$ cat config.mk
export PLATFORM = sky130hd
export DESIGN_NAME = trig_accept
export DESIGN_NICKNAME = d
export VERILOG_FILES = /design/src/rtl/trig_accept.sv
export SDC_FILE = /design/constraint.sdc
export NUM_CORES = 1
export LEC_CHECK = 0
export ABC_CLOCK_PERIOD_IN_PS = 9400
export CORE_UTILIZATION = 50
export CTS_CLUSTER_DIAMETER = 40
export DETAILED_ROUTE_END_ITERATION = 10
export PLACE_DENSITY = 0.74
export SLEW_MARGIN = 20
export SYNTH_ARGS = -nofsm -noshare
export SYNTH_HDL_FRONTEND = slang
export SYNTH_SLANG_ARGS = --single-unit
export TNS_END_PERCENT = 1
$ cat constraint.sdc
create_clock -name init_clk -period 9.4 [get_ports init_clk]
set_clock_uncertainty 0.05 [all_clocks]
set_input_delay 0.94 -clock init_clk [delete_from_list [all_inputs] [get_ports init_clk]]
set_output_delay 0.94 -clock init_clk [all_outputs]
set_load 0.01 [all_outputs]
$ cat src/rtl/trig_accept.sv
// Trigger acceptor: edge-detects trig_in, gates an acquisition window, latches event number/timestamp, hands off to readout.
// Latency: acq_win rises one cycle after the accepted edge; evt_valid rises max(win_len,1)+1 cycles after the edge.
// Backpressure: evt_valid holds the record until rd_ack; trigger_stun stays high while busy and edges seen then count as lost.
module trig_accept #(
  parameter int WIN_W  = 12,
  parameter int HOLD_W = 8,
  parameter int TS_W   = 48,
  parameter int EVT_W  = 24,
  parameter int LOST_W = 16
) (
  input  logic              init_clk,
  input  logic              reset_i,
  input  logic              enable,
  input  logic              trig_in,
  input  logic [WIN_W-1:0]  win_len,
  input  logic [HOLD_W-1:0] holdoff,
  input  logic              rd_ack,
  input  logic              clr_cnt,
  output logic              trigger_stun,
  output logic              acq_win,
  output logic              evt_valid,
  output logic [EVT_W-1:0]  evt_num,
  output logic [TS_W-1:0]   evt_ts,
  output logic [LOST_W-1:0] lost_cnt
);

  typedef enum logic [1:0] {
    S_IDLE    = 2'd0,
    S_WINDOW  = 2'd1,
    S_WAIT_RD = 2'd2,
    S_HOLDOFF = 2'd3
  } state_t;

  state_t              state_q, state_d;
  logic                trig_d_q;
  logic [TS_W-1:0]     ts_q, ts_d;
  logic [EVT_W-1:0]    evt_cnt_q, evt_cnt_d;
  logic [LOST_W-1:0]   lost_q, lost_d;
  logic [WIN_W-1:0]    win_cnt_q, win_cnt_d;
  logic [HOLD_W-1:0]   hold_cnt_q, hold_cnt_d;
  logic [EVT_W-1:0]    evt_num_q, evt_num_d;
  logic [TS_W-1:0]     evt_ts_q, evt_ts_d;
  logic                stun_q, acq_q, valid_q;

  logic                trig_edge;
  logic                trig_take;
  logic                trig_lost;
  logic                evt_done;

  // A held-high trigger produces one edge because we compare against last cycle's level.
  assign trig_edge = trig_in & ~trig_d_q;
  assign trig_take = trig_edge & enable & (state_q == S_IDLE);
  assign trig_lost = trig_edge & enable & (state_q != S_IDLE);

  // Next-state logic; window and holdoff counters count down to 1 then leave.
  always_comb begin
    state_d    = state_q;
    win_cnt_d  = win_cnt_q;
    hold_cnt_d = hold_cnt_q;
    evt_num_d  = evt_num_q;
    evt_ts_d   = evt_ts_q;
    evt_done   = 1'b0;
    case (state_q)
      S_IDLE: begin
        if (trig_take) begin
          state_d   = S_WINDOW;
          evt_ts_d  = ts_q;
          evt_num_d = evt_cnt_q;
          // A zero length still opens a one-cycle window.
          win_cnt_d = (win_len == '0) ? WIN_W'(1) : win_len;
        end
      end
      S_WINDOW: begin
        if (win_cnt_q <= WIN_W'(1)) begin
          state_d = S_WAIT_RD;
        end else begin
          win_cnt_d = win_cnt_q - WIN_W'(1);
        end
      end
      S_WAIT_RD: begin
        if (rd_ack) begin
          evt_done = 1'b1;
          if (holdoff != '0) begin
            state_d    = S_HOLDOFF;
            hold_cnt_d = holdoff;
          end else begin
            state_d = S_IDLE;
          end
        end
      end
      S_HOLDOFF: begin
        if (hold_cnt_q <= HOLD_W'(1)) begin
          state_d = S_IDLE;
        end else begin
          hold_cnt_d = hold_cnt_q - HOLD_W'(1);
        end
      end
      default: state_d = S_IDLE;
    endcase
  end

  // Free-running counters; a clear wins over any increment in the same cycle.
  always_comb begin
    ts_d      = clr_cnt ? '0 : ts_q + TS_W'(1);
    evt_cnt_d = evt_cnt_q;
    lost_d    = lost_q;
    if (clr_cnt) begin
      evt_cnt_d = '0;
      lost_d    = '0;
    end else begin
      if (evt_done) begin
        evt_cnt_d = evt_cnt_q + EVT_W'(1);
      end
      if (trig_lost && (lost_q != {LOST_W{1'b1}})) begin
        lost_d = lost_q + LOST_W'(1);
      end
    end
  end

  // State, counters and registered outputs; reset aborts any event in flight.
  always_ff @(posedge init_clk or posedge reset_i) begin
    if (reset_i) begin
      state_q    <= S_IDLE;
      trig_d_q   <= 1'b0;
      ts_q       <= '0;
      evt_cnt_q  <= '0;
      lost_q     <= '0;
      win_cnt_q  <= '0;
      hold_cnt_q <= '0;
      evt_num_q  <= '0;
      evt_ts_q   <= '0;
      stun_q     <= 1'b0;
      acq_q      <= 1'b0;
      valid_q    <= 1'b0;
    end else begin
      state_q    <= state_d;
      trig_d_q   <= trig_in;
      ts_q       <= ts_d;
      evt_cnt_q  <= evt_cnt_d;
      lost_q     <= lost_d;
      win_cnt_q  <= win_cnt_d;
      hold_cnt_q <= hold_cnt_d;
      evt_num_q  <= evt_num_d;
      evt_ts_q   <= evt_ts_d;
      stun_q     <= (state_d != S_IDLE);
      acq_q      <= (state_d == S_WINDOW);
      valid_q    <= (state_d == S_WAIT_RD);
    end
  end

  assign trigger_stun = stun_q;
  assign acq_win      = acq_q;
  assign evt_valid    = valid_q;
  assign evt_num      = evt_num_q;
  assign evt_ts       = evt_ts_q;
  assign lost_cnt     = lost_q;

endmodule

=== Word level (Yosys, flattened, before mapping) ===
Cells that the tools add are included.

* Reduce and logical (&&, ||, !) cells: 13
* Mux-type cells: 21
* Equal/unequal tests: 11
* Add/sub/neg operators: 5
* $lt $le $gt $ge: 2
* Bitwise logic cells: 5

{| class="wikitable"
|+ Operator list
! kind !! count
|-
| adder 48 x 1 -> 48 bit (second input constant) || 1
|-
| two-way mux 24 bit || 2
|-
| two-way mux 48 bit || 1
|-
| two-way mux 12 bit || 3
|-
| two-way mux 16 bit || 2
|-
| adder 24 x 1 -> 24 bit (second input constant) || 1
|-
| two-way mux 8 bit || 3
|-
| one-hot mux 12 bit (2 select lines) || 1
|-
| adder 16 x 1 -> 16 bit (second input constant) || 1
|-
| != test 16 bit (second input constant) || 1
|-
| one-hot mux 8 bit (2 select lines) || 1
|-
| <= comparator 12 x 1 -> 1 bit (second input constant) || 1
|-
| logical NOT 12 bit || 1
|-
| nonzero test 2 bit || 6
|-
| subtractor 12 x 1 -> 12 bit (second input constant) || 1
|-
| two-way mux 2 bit || 5
|-
| != test 2 bit (second input constant) || 5
|-
| <= comparator 8 x 1 -> 1 bit (second input constant) || 1
|-
| one-hot mux 2 bit (4 select lines) || 1
|-
| nonzero test 8 bit || 1
|-
| subtractor 8 x 1 -> 8 bit (second input constant) || 1
|-
| equality test 2 bit (second input constant) || 3
|-
| bitwise AND 1 bit || 4
|-
| equality test 2 x 1 -> 1 bit (second input constant) || 2
|-
| 7 further kinds || 8
|}

* Register bits after elaboration: 186
* Logic and storage cells: 69
* Output and inout port bits: 91
* Input bits: 26

=== Longest topological paths before layout ===
* Word-level depth: 7
* Depth in mapped cells: 9
* Mapped depth without buffers: 7

=== Least setup slack after synthesis ===
Ideal clock, no wire load.

* Path type: input to register
* From: in enable
* To: reg lost_q[13], in the netlist lost_cnt[13]
* Cell stages on the path: 5
* Setup slack: 7101 ps
* Required time: 9218 ps
* Arrival: 2117 ps
* Cell sequence: nand3b_1 or4_4 nor4_1 xnor2_1 nor2_1

* Word-level cells in the longest chain between the ends: 4

{| class="wikitable"
|+ Ends and longest elaborated chain
! what !! line !! text
|-
| start: declaration || 13 || <nowiki>input logic enable,</nowiki>
|-
| bitwise AND 1 bit (2 in a row) || 53 || <nowiki>assign trig_lost = trig_edge & enable & (state_q != S_IDLE);</nowiki>
|-
| logical AND 1 bit || 114 || <nowiki>if (trig_lost && (lost_q != {LOST_W{1'b1}})) begin</nowiki>
|-
| nonzero test 2 bit (no source line) || -- ||
|-
| end signal: assignment || 140 || <nowiki>lost_q <= lost_d;</nowiki>
|-
| end: declaration || 38 || <nowiki>logic [LOST_W-1:0] lost_q, lost_d;</nowiki>
|}

Every way passes these cells.
A chain may end at the register's enable or synchronous reset.

=== Worst setup path in the final report ===
* From: in trig_in
* To: reg win_cnt_q[7]

* Word-level cells in the longest chain between the ends: 5

{| class="wikitable"
|+ Ends and longest elaborated chain
! what !! line !! text
|-
| start: declaration || 14 || <nowiki>input logic trig_in,</nowiki>
|-
| bitwise AND 1 bit || 51 || <nowiki>assign trig_edge = trig_in & ~trig_d_q;</nowiki>
|-
| bitwise AND 1 bit (2 in a row) || 52 || <nowiki>assign trig_take = trig_edge & enable & (state_q == S_IDLE);</nowiki>
|-
| != test 2 bit (no source line) || -- ||
|-
| AND reduction 3 bit (no source line) || -- ||
|-
| end signal: assignment || 141 || <nowiki>win_cnt_q <= win_cnt_d;</nowiki>
|-
| end: declaration || 39 || <nowiki>logic [WIN_W-1:0] win_cnt_q, win_cnt_d;</nowiki>
|}

Every way passes these cells.

==> results.toml <==
[synth]
share_of_yosys_cell_area_claimed_by_the_top_area_cell_type_pct = 53.03
synth_area_per_inst_um2 = 10.49
post_synth_instance_area_um2 = 8777
yosysTopAreaCell = "sky130_fd_sc_hd__dfrtp_1"
syn-num-nets = 870
yosys_warnings = 0
syn-instance-count = 837
synth_cell_type_count = 60
post_synth_main_area_contributors = "sky130_fd_sc_hd__dfrtp_1 (53%), sky130_fd_sc_hd__mux2_2 (8.0%), sky130_fd_sc_hd__nor2_1 (4.5%)"
ff_latch_count_synth = 186
share_of_the_yosys_chip_area_belonging_to_registers_pct = 53.03
postSynth.topFlopCell = "sky130_fd_sc_hd__dfrtp_1"
async_reset_ff_share_pct = 100.0
synth_edf_count = 0

[critical_path]
setup.worst_path.start_class = "input pin"
worst_path_cell_chain = "clkdlybuf4s50_1 > nand3b_1 > or3_4 > o21ai_1 > buf_4 > a21oi_1 > a211oi_1"
crit_family = "simple AND/OR/NAND/NOR gates"
cp_slowest_stage_delay_ps = 620
timing.critical_path.fanout_max = 41
critical_path_cell_with_the_highest_stage_delay = "sky130_fd_sc_hd__or3_4"
critPathKind = "input pin to flip-flop"
worst-endpoint-required_ps = 9690
worst-endpoint-arrival_ps = 3240
end_kind = "flip-flop"
worstPathBufferInverterCount = 2

[clock_tree]
tritoncts_buffers = 17
number_of_gates_resized_after_cts = 0
max-clock-path-buffers = 2
buffers_inserted_during_post_cts_setup_optimization = 0
clk_root_buffer_cell = "sky130_fd_sc_hd__clkbuf_16"
numClockSinks = 186
cts_tree = "yes"
cts.clk_slew.worst_paths_ps = 60
cts_hold_buf = 0
cts.htree.levels = 4
worst_skew_pair.late_latency_ps = 430

[finish]
fraction_of_layout_instances_using_a_drive_strength_above_1_pct = 13.08
layout.cells.most_common = "sky130_fd_sc_hd__dfrtp_1"
areaGrowthSynthToFinish_pct = 21.88
num_antenna_cells = 0
fin_nets = 969
finish.cell_count_without_fillers = 1173
final_cell_mix = "sky130_fd_sc_hd__dfrtp_1 (186), sky130_fd_sc_hd__clkdlybuf4s50_1 (115), sky130_fd_sc_hd__nor2_1 (105)"

[floorplan]
area_of_the_die_um2 = 18090
placeableCoreArea_um2 = 17240
floorplan.rows = 48
ioPinCount = 117
initial_utilization_pct = 50.92
fp.dieH_um = 134.5
die-width_um = 134.5

[grt]
gr-total-overflow = 0
global_route_wire_length_before_repair_um = 30930
grt.total_usage_pct = 21.45
antenna_found_initial = 0
via_count_of_the_first_global_routing_pass = 6340
grt_max_degree = 112

[pwr]
static_leakage_nw = 4.628
power.density_cell_area_nw_per_um2 = 166.7
power.share.clock_pct = 40.8
fin_total_pwr_w = 0.001783
irDropWorstVdd_mv = 0.1404
net-switching-power_w = 0.0004491
power_switching_share_pct = 25.18
power.share.sequential_pct = 49.2
cell_internal_power_w = 0.001334
power_frac_comb_pct = 10.1

[min_path]
min_delay_worst_type = "flip-flop to flip-flop"

[route]
drt_first_iter_violations = 455
drt-pass1-iter-count = 4
wire_per_inst_um = 15.70
postRouteAntennaNets = 0
detail_route.wirelength_um = 18420
routed_via_count_divided_by_cell_count = 5.545
detail_route.drc_violations = 0
num_vias = 6504

[timing]
timing.final.max_slew_violations = 0
final_min_period_over_clock_period_pct = 31.40
timing.slew.headroom_pct = 33.37
slew_worst_pin_ps = 990.4
setup-tns-final_ps = 0
setup_slack_ps = 6449
worst_hold_margin_ps = 426.4
grt_setup_unrepaired = "no"
report.final.hold_viol_count = 0
achievable-frequency_ghz = 0.3388
setup_viol_count_final = 0
layout_min_cycle_time_ps = 2951

[placed_design]
gpl.final_weighted_congestion = 0.8112
port_buffers = 116
detailedPlace.worstSlack_ps = 5924
dpl.cell_count = 1142
dp.final_hpwl_um = 12040

[outcome]
outcome = "finished, final reports clean"

[job]
cap_viol_max_count = 0
kinds of logic (layout without fill, tap and decap cells):
logic type	Yosys count	count (layout)	synth area share, %
XOR/XNOR	71	71	7.085
flip-flops	186	186	53.03
adder cells (fa/ha/maj)	7	7	0.9978
AND/OR/NAND/NOR	341	341	20.50
multiplexers	66	66	8.411
buffers and inverters	62	173	2.880
AO/OA/AOI/OAI	104	104	7.099
layout make-up:
class,count,area (µm²)
Clock buffer,20,466.7
Clock inverter,11,133.9
Fill cell,1447,6539
Inverter,20,82.58
Multi-Input combinational cell,589,3877
Sequential cell,186,4654
Tap cell,225,281.5
Timing Repair Buffer,122,1201
cells in the mapped netlist, types with 3 or more instances:
cell and count:
sky130_fd_sc_hd__nor3_1 19, sky130_fd_sc_hd__and3_1 10, sky130_fd_sc_hd__nor4b_1 4, sky130_fd_sc_hd__nor2_1 105, sky130_fd_sc_hd__or3_1 14, sky130_fd_sc_hd__mux2i_1 4, sky130_fd_sc_hd__a211oi_1 3, sky130_fd_sc_hd__a31o_2 4
sky130_fd_sc_hd__dfrtp_1 186, sky130_fd_sc_hd__clkbuf_1 33, sky130_fd_sc_hd__xnor2_1 37, sky130_fd_sc_hd__a21oi_1 31, sky130_fd_sc_hd__mux2_2 62, sky130_fd_sc_hd__and2_1 8, sky130_fd_sc_hd__xor2_1 34, sky130_fd_sc_hd__o211ai_1 4
sky130_fd_sc_hd__o22ai_1 3, sky130_fd_sc_hd__nand4_2 3, sky130_fd_sc_hd__nor2b_1 4, sky130_fd_sc_hd__or2_2 5, sky130_fd_sc_hd__nand2_1 59, sky130_fd_sc_hd__ha_1 7, sky130_fd_sc_hd__buf_2 5, sky130_fd_sc_hd__nand3_1 24
sky130_fd_sc_hd__and4_1 9, sky130_fd_sc_hd__inv_1 20, sky130_fd_sc_hd__or4_1 5, sky130_fd_sc_hd__nor4_1 22, sky130_fd_sc_hd__o21ai_0 37, sky130_fd_sc_hd__nand4_1 35
power by group through the flow:
stage	Combinational [W]	Sequential (W)	Clock, W
2_1_floorplan	0.000114	0.000886	0
3_3_place_gp	0.000176	0.000889	0
3_5_place_dp	0.000180	0.000891	0
4_1_cts	0.000182	0.000876	0.000744
5_1_grt	0.000204	0.000883	0.000773
6_report	0.000180	0.000877	0.000727
per-layer routing:
layer | routed length [µm] | global-route usage, %
met1 | 8833 | 30.52
met5 | 0 | 0
met2 | 8701 | 33.36
met3 | 779 | 4.242
met4 | 101 | 6.429
per-stage QoR:
stage / instance area, µm² / utilization [%]
floorplan: 8777 / -
global placement: 10090 / 58.57
detailed placement: 10090 / 58.57
CTS: 10700 / 62.05
global route: 10700 / 62.06
finish: 10700 / 62.06
final timing paths:
path,startpoint,end,slack [ps],cells after the start
setup / recovery,trig_in,win_cnt_q[7],6450,7
hold / removal,evt_ts[38],evt_ts[38],430,2
setup reg to reg,hold_cnt_q[4],hold_cnt_q[0],6930,5
hold reg to reg,evt_ts[38],evt_ts[38],430,2
max in group asynchronous,reset_i,evt_num[3],6840,3
min in group asynchronous,reset_i,ts_q[24],1020,2
worst min-delay path, stage by stage, from the launching register on:
cell and delay (ps):
sky130_fd_sc_hd__dfrtp_1 340, sky130_fd_sc_hd__nand2_1 50, sky130_fd_sc_hd__o21ai_0 60
flip-flops by register name, indices dropped and copies added, names as in the netlist:
name          cells
win_cnt_q        12
evt_ts           48
acq_win           1
evt_cnt_q        24
lost_cnt         16
hold_cnt_q        8
evt_valid         1
state_q           2
trigger_stun      1
trig_d_q          1
evt_num          24
ts_q             48
No activity file was read; power rests on OpenSTA's default activity.
